**config.mk**
```make
export PLATFORM = sky130hd
export DESIGN_NAME = valid_ready_source_flat
export DESIGN_NICKNAME = d
export VERILOG_FILES = /design/src/rtl/valid_ready_source_pkg.sv /design/src/rtl/valid_ready_source_if.sv /design/src/rtl/valid_ready_gap_counter.sv /design/src/rtl/valid_ready_source.sv /design/src/flat_wrapper.sv
export SDC_FILE = /design/constraint.sdc
export NUM_CORES = 1
export LEC_CHECK = 0
export ABC_AREA = 1
export BUFFER_PORTS_ARGS = -buffer_cell sky130_fd_sc_hd__buf_4
export CAP_MARGIN = 5
export CORE_MARGIN = 2
export CORE_UTILIZATION = 28
export DETAILED_ROUTE_END_ITERATION = 6
export GPL_ROUTABILITY_DRIVEN = 0
export PLACE_DENSITY = 0.44
export SLEW_MARGIN = 20
export SYNTH_ARGS = -nofsm -noshare
export SYNTH_HDL_FRONTEND = slang
export SYNTH_HIERARCHICAL = 1
export SYNTH_SLANG_ARGS = --single-unit
```
**constraint.sdc**
```tcl
create_clock -name clk -period 2.4 [get_ports clk]
set_input_delay 0.48 -clock clk [delete_from_list [all_inputs] [get_ports clk]]
set_output_delay 0.48 -clock clk [all_outputs]
set_load 0.005 [all_outputs]
```
**src/rtl/valid_ready_source_pkg.sv**
```systemverilog
// Shared definitions for the valid/ready stream source and its matching sink checker.
// Holds the FSM state encoding and the default field widths.
package valid_ready_source_pkg;

   typedef enum logic [1:0] {
      ST_IDLE = 2'd0,
      ST_SEND = 2'd1,
      ST_GAP  = 2'd2,
      ST_DONE = 2'd3
   } state_t;

   localparam int DEFAULT_WIDTH = 4;
   localparam int DEFAULT_LEN_W = 8;
   localparam int DEFAULT_GAP_W = 4;

endpackage

```
**src/rtl/valid_ready_source_if.sv**
```systemverilog
// Valid/ready stream bundle: the master drives valid_down/data_down, the slave drives ready_down.
interface valid_ready_source_if
   import valid_ready_source_pkg::*;
#(
   parameter int WIDTH = DEFAULT_WIDTH
) ();

   logic             valid_down;
   logic             ready_down;
   logic [WIDTH-1:0] data_down;

   modport master (
      output valid_down,
      output data_down,
      input  ready_down
   );

   modport slave (
      input  valid_down,
      input  data_down,
      output ready_down
   );

endinterface

```
**src/rtl/valid_ready_gap_counter.sv**
```systemverilog
// Loadable down-counter with a zero flag; times the idle cycles between beats.
module valid_ready_gap_counter
   import valid_ready_source_pkg::*;
#(
   parameter int GAP_W = DEFAULT_GAP_W
) (
   input  logic             clk,
   input  logic             rst,
   input  logic             load,
   input  logic [GAP_W-1:0] load_value,
   input  logic             dec,
   output logic             zero
);

   logic [GAP_W-1:0] count;

   always_ff @(posedge clk) begin
      if (!rst) begin
         count <= '0;
      end else if (load) begin
         count <= load_value;
      end else if (dec && (count != '0)) begin
         count <= count - GAP_W'(1);
      end
   end

   assign zero = (count == '0);

endmodule

```
**src/rtl/valid_ready_source.sv**
```systemverilog
// Burst generator at the producing end of a valid/ready stream: emits incrementing
// words with optional idle gaps, holding valid/data stable under backpressure.
module valid_ready_source
   import valid_ready_source_pkg::*;
#(
   parameter int WIDTH = DEFAULT_WIDTH,
   parameter int LEN_W = DEFAULT_LEN_W,
   parameter int GAP_W = DEFAULT_GAP_W
) (
   input  logic                 clk,
   input  logic                 rst,
   input  logic                 start,
   input  logic [LEN_W-1:0]     burst_len,
   input  logic [GAP_W-1:0]     gap,
   input  logic [WIDTH-1:0]     data_init,
   valid_ready_source_if.master stream,
   output logic                 busy,
   output logic                 done,
   output logic [LEN_W-1:0]     beat_count
);

   state_t           state;
   state_t           state_next;
   logic [LEN_W-1:0] len_q;
   logic [LEN_W-1:0] len_next;
   logic [GAP_W-1:0] gap_q;
   logic [GAP_W-1:0] gap_next;
   logic [GAP_W-1:0] gap_load;
   logic [WIDTH-1:0] word_next;
   logic [LEN_W-1:0] count_next;
   logic             xfer;
   logic             gap_start;
   logic             gap_dec;
   logic             gap_zero;

   assign xfer     = stream.valid_down && stream.ready_down;
   // The counter is loaded with gap-1 so that GAP lasts exactly gap cycles.
   assign gap_load = gap_q - GAP_W'(1);

   valid_ready_gap_counter #(
      .GAP_W (GAP_W)
   ) u_gap_counter (
      .clk        (clk),
      .rst        (rst),
      .load       (gap_start),
      .load_value (gap_load),
      .dec        (gap_dec),
      .zero       (gap_zero)
   );

   always_ff @(posedge clk) begin
      if (!rst) begin
         state            <= ST_IDLE;
         len_q            <= '0;
         gap_q            <= '0;
         beat_count       <= '0;
         stream.valid_down <= 1'b0;
         stream.data_down  <= '0;
         busy             <= 1'b0;
         done             <= 1'b0;
      end else begin
         state            <= state_next;
         len_q            <= len_next;
         gap_q            <= gap_next;
         beat_count       <= count_next;
         stream.valid_down <= (state_next == ST_SEND);
         stream.data_down  <= word_next;
         busy             <= (state_next != ST_IDLE);
         done             <= (state_next == ST_DONE);
      end
   end

   always_comb begin
      state_next = state;
      len_next   = len_q;
      gap_next   = gap_q;
      word_next  = stream.data_down;
      count_next = beat_count;
      gap_start  = 1'b0;
      gap_dec    = 1'b0;

      case (state)
         ST_IDLE: begin
            if (start) begin
               len_next   = burst_len;
               gap_next   = gap;
               word_next  = data_init;
               count_next = '0;
               state_next = (burst_len == '0) ? ST_DONE : ST_SEND;
            end
         end
         ST_SEND: begin
            if (xfer) begin
               count_next = beat_count + LEN_W'(1);
               word_next  = stream.data_down + WIDTH'(1);
               if (count_next == len_q) begin
                  state_next = ST_DONE;
               end else if (gap_q != '0) begin
                  state_next = ST_GAP;
                  gap_start  = 1'b1;
               end
            end
         end
         ST_GAP: begin
            if (gap_zero) begin
               state_next = ST_SEND;
            end else begin
               gap_dec = 1'b1;
            end
         end
         ST_DONE: begin
            state_next = ST_IDLE;
         end
         default: begin
            state_next = ST_IDLE;
         end
      endcase
   end

endmodule

```
**src/flat_wrapper.sv**
```systemverilog
// flat-port wrapper written by rule: the top's interface ports become plain ports
module valid_ready_source_flat import valid_ready_source_pkg::*;
#(
   parameter int WIDTH = DEFAULT_WIDTH,
   parameter int LEN_W = DEFAULT_LEN_W,
   parameter int GAP_W = DEFAULT_GAP_W
)
  (clk, rst, start, burst_len, gap, data_init, busy, done, beat_count, stream_valid_down, stream_data_down, stream_ready_down);
  valid_ready_source_if #(.WIDTH(WIDTH)) stream_i ();
  input  logic clk;
  input  logic rst;
  input  logic start;
  input  logic [LEN_W-1:0] burst_len;
  input  logic [GAP_W-1:0] gap;
  input  logic [WIDTH-1:0] data_init;
  output logic busy;
  output logic done;
  output logic [LEN_W-1:0] beat_count;
  output wire logic [$bits(stream_i.valid_down)-1:0] stream_valid_down;
  output wire logic [$bits(stream_i.data_down)-1:0] stream_data_down;
  input wire logic [$bits(stream_i.ready_down)-1:0] stream_ready_down;
  assign stream_valid_down = stream_i.valid_down;
  assign stream_data_down = stream_i.data_down;
  assign stream_i.ready_down = stream_ready_down;
  valid_ready_source #(.WIDTH(WIDTH), .LEN_W(LEN_W), .GAP_W(GAP_W)) u_core (.clk(clk), .rst(rst), .start(start), .burst_len(burst_len), .gap(gap), .data_init(data_init), .stream(stream_i), .busy(busy), .done(done), .beat_count(beat_count));
endmodule
```
* After elaboration in Yosys (flattened, before gate mapping)
Cells that the tools add are included.
** Cells by class
- Add/sub/neg operators :: 4
- Multiply operators :: 0
- Div/mod/pow operators :: 0
- Order comparisons :: 0
- Eq/ne operators :: 8
- Shifts and indexed selects :: 0
- Multiplexer cells :: 21
- Bitwise logic cells :: 0
- Reduce and logical (&&, ||, !) cells :: 12
** Operators by type and width (count)
- $mux W4 :: 4
- $mux W8 :: 2
- $pmux W8 S2 :: 1
- $mux W2 :: 6
- $add A8 B1 Y8 const B :: 1
- $eq A8 B8 Y1 :: 1
- $logic_not A8 Y1 :: 1
- $pmux W2 S4 :: 1
- $pmux W4 S2 :: 1
- $reduce_bool A4 Y1 :: 2
- $sub A4 B1 Y4 const B :: 2
- $eq A2 B2 Y1 const B :: 3
- $mux W1 :: 6
- $reduce_bool A2 Y1 :: 3
- $add A4 B1 Y4 const B :: 1
- $eq A2 B1 Y1 const B :: 2
- $logic_not A4 Y1 :: 1
- $reduce_and A3 Y1 :: 1
- $logic_and A1 B1 Y1 :: 2
- $logic_not A2 Y1 :: 1
- $ne A2 B1 Y1 const B :: 1
- $ne A2 B2 Y1 const B :: 1
- $reduce_and A2 Y1 :: 1
** Storage, ports and cells
- Bits in registers :: 33
- Latch bits :: 0
- RAM bits :: 0
- Memory bits (read-only) :: 0
- Input bits :: 20
- Logic and storage cells :: 54
- Memories :: 0

* Longest topological paths before layout
- Depth in word-level cells :: 6
- Depth in mapped cells :: 18

* By module
The synthesis kept the hierarchy.
** By module, submodules not included
- valid_ready_source :: instances 1, cells an instance 228, area each 1580.3 um^2, seq. area each 580.6 um^2
- valid_ready_gap_counter :: instances 1, cells an instance 41, area each 274.0 um^2, seq. area each 80.1 um^2

* Worst setup path before layout
Ideal clock, no wire load.
- Path kind :: register -> register
- From :: reg u_core.beat_count[1]
- To :: reg u_core.u_gap_counter.count[2]
- Library setup time :: 113 ps
- Arrival time :: 1690 ps
- Required time :: 2287 ps
- Path slack :: 597 ps
- Cell stages (with the launch flop) :: 18
- Path buffers :: 0
- Clock period less this slack :: 1803 ps
- Cell sequence :: dfxtp_1 > ha_1 > nand2_1 > clkinv_1 > nand3_1 > nand2_1 > nand2_1 > nand2_1 > nor2_2 > nand3_2 > nand2_1 > inv_1 > inv_2 > nand2_1 > o22ai_1 > nand2_1 > nand2_1 > nor2_1
** Between the ends
- Cells in the longest elaborated chain, start to end :: 6
- Elaborated cells on any way between the ends :: 7
- Classes of those cells :: add/sub: 1; eq/ne: 1; mux: 4; reduce/logical: 1
** RTL lines
- start, declared :: line valid_ready_source.sv:19 : output logic [LEN_W-1:0] beat_count
- start signal, assigned :: line valid_ready_source.sv:65 : beat_count <= count_next;
- $add A8 B1 Y8 * :: line valid_ready_source.sv:94 : count_next = beat_count + LEN_W'(1);
- $eq A8 B8 Y1 * :: line valid_ready_source.sv:96 : if (count_next == len_q) begin
- $mux W1 * :: line valid_ready_source.sv:96
- $mux W1 * :: line valid_ready_source.sv:93 : if (xfer) begin
- $mux W1 * :: line valid_ready_source.sv:82 : case (state)
- named net u_core.gap_start :: line valid_ready_source.sv:32 : logic gap_start;
- $mux W4 / $reduce_bool A2 Y1 (equally long branches)
- end signal, assigned :: line valid_ready_gap_counter.sv:21 : count <= load_value;
- end signal, assigned :: line valid_ready_gap_counter.sv:23 : count <= count - GAP_W'(1);
- end, declared :: line valid_ready_gap_counter.sv:15 : logic [GAP_W-1:0] count;
The timed path passes the listed nets; every way through them passes the cells marked *.
A chain may end at the register's enable or synchronous reset.

* Worst setup path in the final report
- From :: reg u_core.beat_count[0]
- To :: reg u_core.u_gap_counter.count[2]
The elaborated chain is that of the path after synthesis.

==> results.md <==
- Startpoint types: flop
- Die width: ~85 µm
- Pleak: 1.03 nW
- Status: complete, no violations
- Commonest non-fill, non-tap cell in the layout: nand2_1
- Maximum VDD drop: ~270 µV
- Hold_buf cts: 0
- Die footprint: 7290 µm²
- Post-Syn Instances: 269
- Number of flops mapped to enable cells by yosys: 0
- Detailed Route WL: about 4400 µm
- Final setup vio count: 0
- Post-route setup TNS: 0 ns
- Sequential-to-total area share from yosys stat: 35.6%
- Vias in the first global route: 1677
- CTS max path bufs: 2
- DR WL/cell: approximately 11 µm
- Setup ws final: approximately 0.35 ns
- # diodes: 0
- Post-Syn Nets: between 200 and 300
- Layout cells sized above 1: ~23%
- Post-Syn Area: approximately 1900 µm²
- CP max stage delay: ~0.37 ns
- Min Hold Slack: approximately 0.43 ns
- CTS tree: yes
- Crit path max fanout: 7
- Worst Setup End Kind: flop
- Initial antenna violation count: 0
- FFs w/ async S/R, synth: 0%
- Overall power: around 1.4 mW
- Max-cap viol count: 0
- Hpwl dp: approximately 3400 µm
- Remaining DRCs: 0
- Final Hold Fails: 0
- Fmax: between 0.4 and 0.5 GHz
- Synth warn: 6
- RSZ-0062 raised after global routing: no
- Final Max Slew Viols: 0
- Initial DRC Count: 51
- Tightest Hold Check Type: in2reg
- Initial core utilization: between 20% and 30%
- Layout Cells excl Fill: around 390
- Gr ovfl total: 0
- Pin count of the biggest net entering global routing: 25
- Post-synth cell types: 32
- Core area: 6390 µm²
- Worst slack, placed: ~0.34 ns
- PD cells: about 590 nW/µm²
- Most used DFF post-synth: dfxtp_1
- Final ANT Viol Nets: 0
- TritonRoute pass-1 iters: 4
- Layout area overhead: 25.3%
- Rows: 29
- CP max stage cell: dfxtp_1
- Slew at the pin with the worst max-slew slack: 0.520 ns
- CP required: ~2.6 ns
- Clk_lat worst skew: 0.28 ns
- Commonest non-fill, non-tap cells in the layout: nand2_1, inv_1, buf_4
- Gr usage total: approximately 13%
- Filler cells: between 600 and 700
- DIE HEIGHT: about 85 µm
- Slew headroom: 65.3%
- Via density: approximately 4.5
- Routed vias: roughly 1700
- Fin Clk Skew: between 0.008 and 0.009 ns
- # IOs: 35
- Placed cells: 378
- Fin nets: roughly 330
- Min Clock Period, post-route: ~2.0 ns
- First-pass GRT wire length: between 7000 and 8000 µm
- # port buffers: 34
- Synthesis-stage register bit count: 33
- Post-CTS sizing: 0
- # Post-CTS Setup Buffers: 0
- Path type of the worst setup path: reg2reg
- CTS Root Cell: clkbuf_8
- Final critical-path share of the clock period: 85.4%
- Post-Syn Area per Cell: 6.89 µm²
- Crit path top cell by count: nand2_1
- Reg clk slew, reported paths: approximately 0.080 ns
- Crit-path cells: ha_1 -> nand2_1 -> clkinv_1 -> nand3_1 -> nand2_1 -> nand2_1 -> nand2_1 -> nor2_2 -> nand3_2 -> nand2_1 -> inv_1 -> inv_2 -> nand2_1 -> o22ai_1 -> nand2_1 -> nand2_1 -> nor2_1
- Clock sink count: 33
- H-tree depth: 2
- CP arrival: 2.23 ns
- Inserted Clock Buffers: 5
[state kept, by name, summed over array words and instances, names as in the netlist]
name and flops:
u_core/stream.data_down 4, u_core/done 1, u_core/stream.valid_down 1, u_core/busy 1
u_core/beat_count 8, u_core/len_q 8, u_core/u_gap_counter/count 4, u_core/gap_q 4
u_core/state 2
[cell usage after synthesis, drive strengths merged, types with 2 or more instances]
library cell	instances	area (µm²)
clkbuf	3	12.5
nand3b	2	15.0
nand2	66	273
or2	2	12.5
nor2	27	151
nand3	29	165
o21ai	23	119
clkinv	2	8.75
xor2	5	43.8
xnor2	2	17.5
inv	41	154
a21oi	23	119
ha	5	62.6
dfxtp	33	661
[routing by layer]
| layer | vias to the layer above | track usage, % | share of wire [%] |
|---|---|---|---|
| li1 | 936 | - | - |
| met1 | 758 | 19.1 | 52 |
| met2 | 33 | 20.0 | 42 |
| met4 | 0 | 4.33 | 1.1 |
| met5 | - | 0 | 0 |
| met3 | 5 | 3.11 | 4.1 |
[kinds of logic after synthesis]
group                      synth area share (%)
and+or+nand+nor                            33.9
AOI/OAI and AO/OA                          14.1
adders and majority gates                  3.37
DFF                                        35.6
buffers and inverters                      9.72
xor gates and xnor gates                   3.31
[stage by stage]
stage,utilization (%),cell area (µm²)
floorplan,-,1850
global placement,34.5,2200
detailed placement,34.5,2200
CTS,36.4,2320
global route,36.4,2320
finish,36.4,2320
[worst paths after layout]
| check | startpoint | slack [ns] | end | depth (start not counted) |
|---|---|---|---|---|
| worst max-delay path | u_core/beat_count[0] | 0.35 | u_core/u_gap_counter/count[2] | 17 |
| worst min-delay path | burst_len[6] | 0.43 | u_core/len_q[6] | 3 |
| worst max register to register | u_core/beat_count[0] | 0.35 | u_core/u_gap_counter/count[2] | 17 |
| worst min register to register | u_core/len_q[2] | 0.48 | u_core/len_q[2] | 2 |
[cell type report]
| cell class | instances | area, µm² | area share, % |
|---|---|---|---|
| Multi-Input combinational cell | 189 | 1010 | 43.6 |
| Inverter | 43 | 163 | 7.00 |
| Tap cell | 77 | 96.3 | 4.15 |
| Timing Repair Buffer | 36 | 270 | 11.6 |
| Sequential cell | 33 | 661 | 28.4 |
| Clock inverter | 2 | 37.5 | 1.62 |
| Clock buffer | 6 | 82.6 | 3.55 |
[critical path, delay by kind of cell, from the launching register on]
family	cells	cell delay [ns]
simple gates	12	0.96
buf+inv	3	0.27
fa+ha+maj	1	0.25
compound gates	1	0.10
flops	1	0.37
[report_power, final]
group          leakage (nW)  total [mW]  switching [mW]  internal (mW)
Sequential            0.271       0.606          0.0230          0.583
Combinational         0.704       0.222           0.127         0.0950
Clock                0.0574       0.554           0.217          0.338
Total                  1.03        1.38           0.367           1.02
Power figures use the tool's default switching activity.
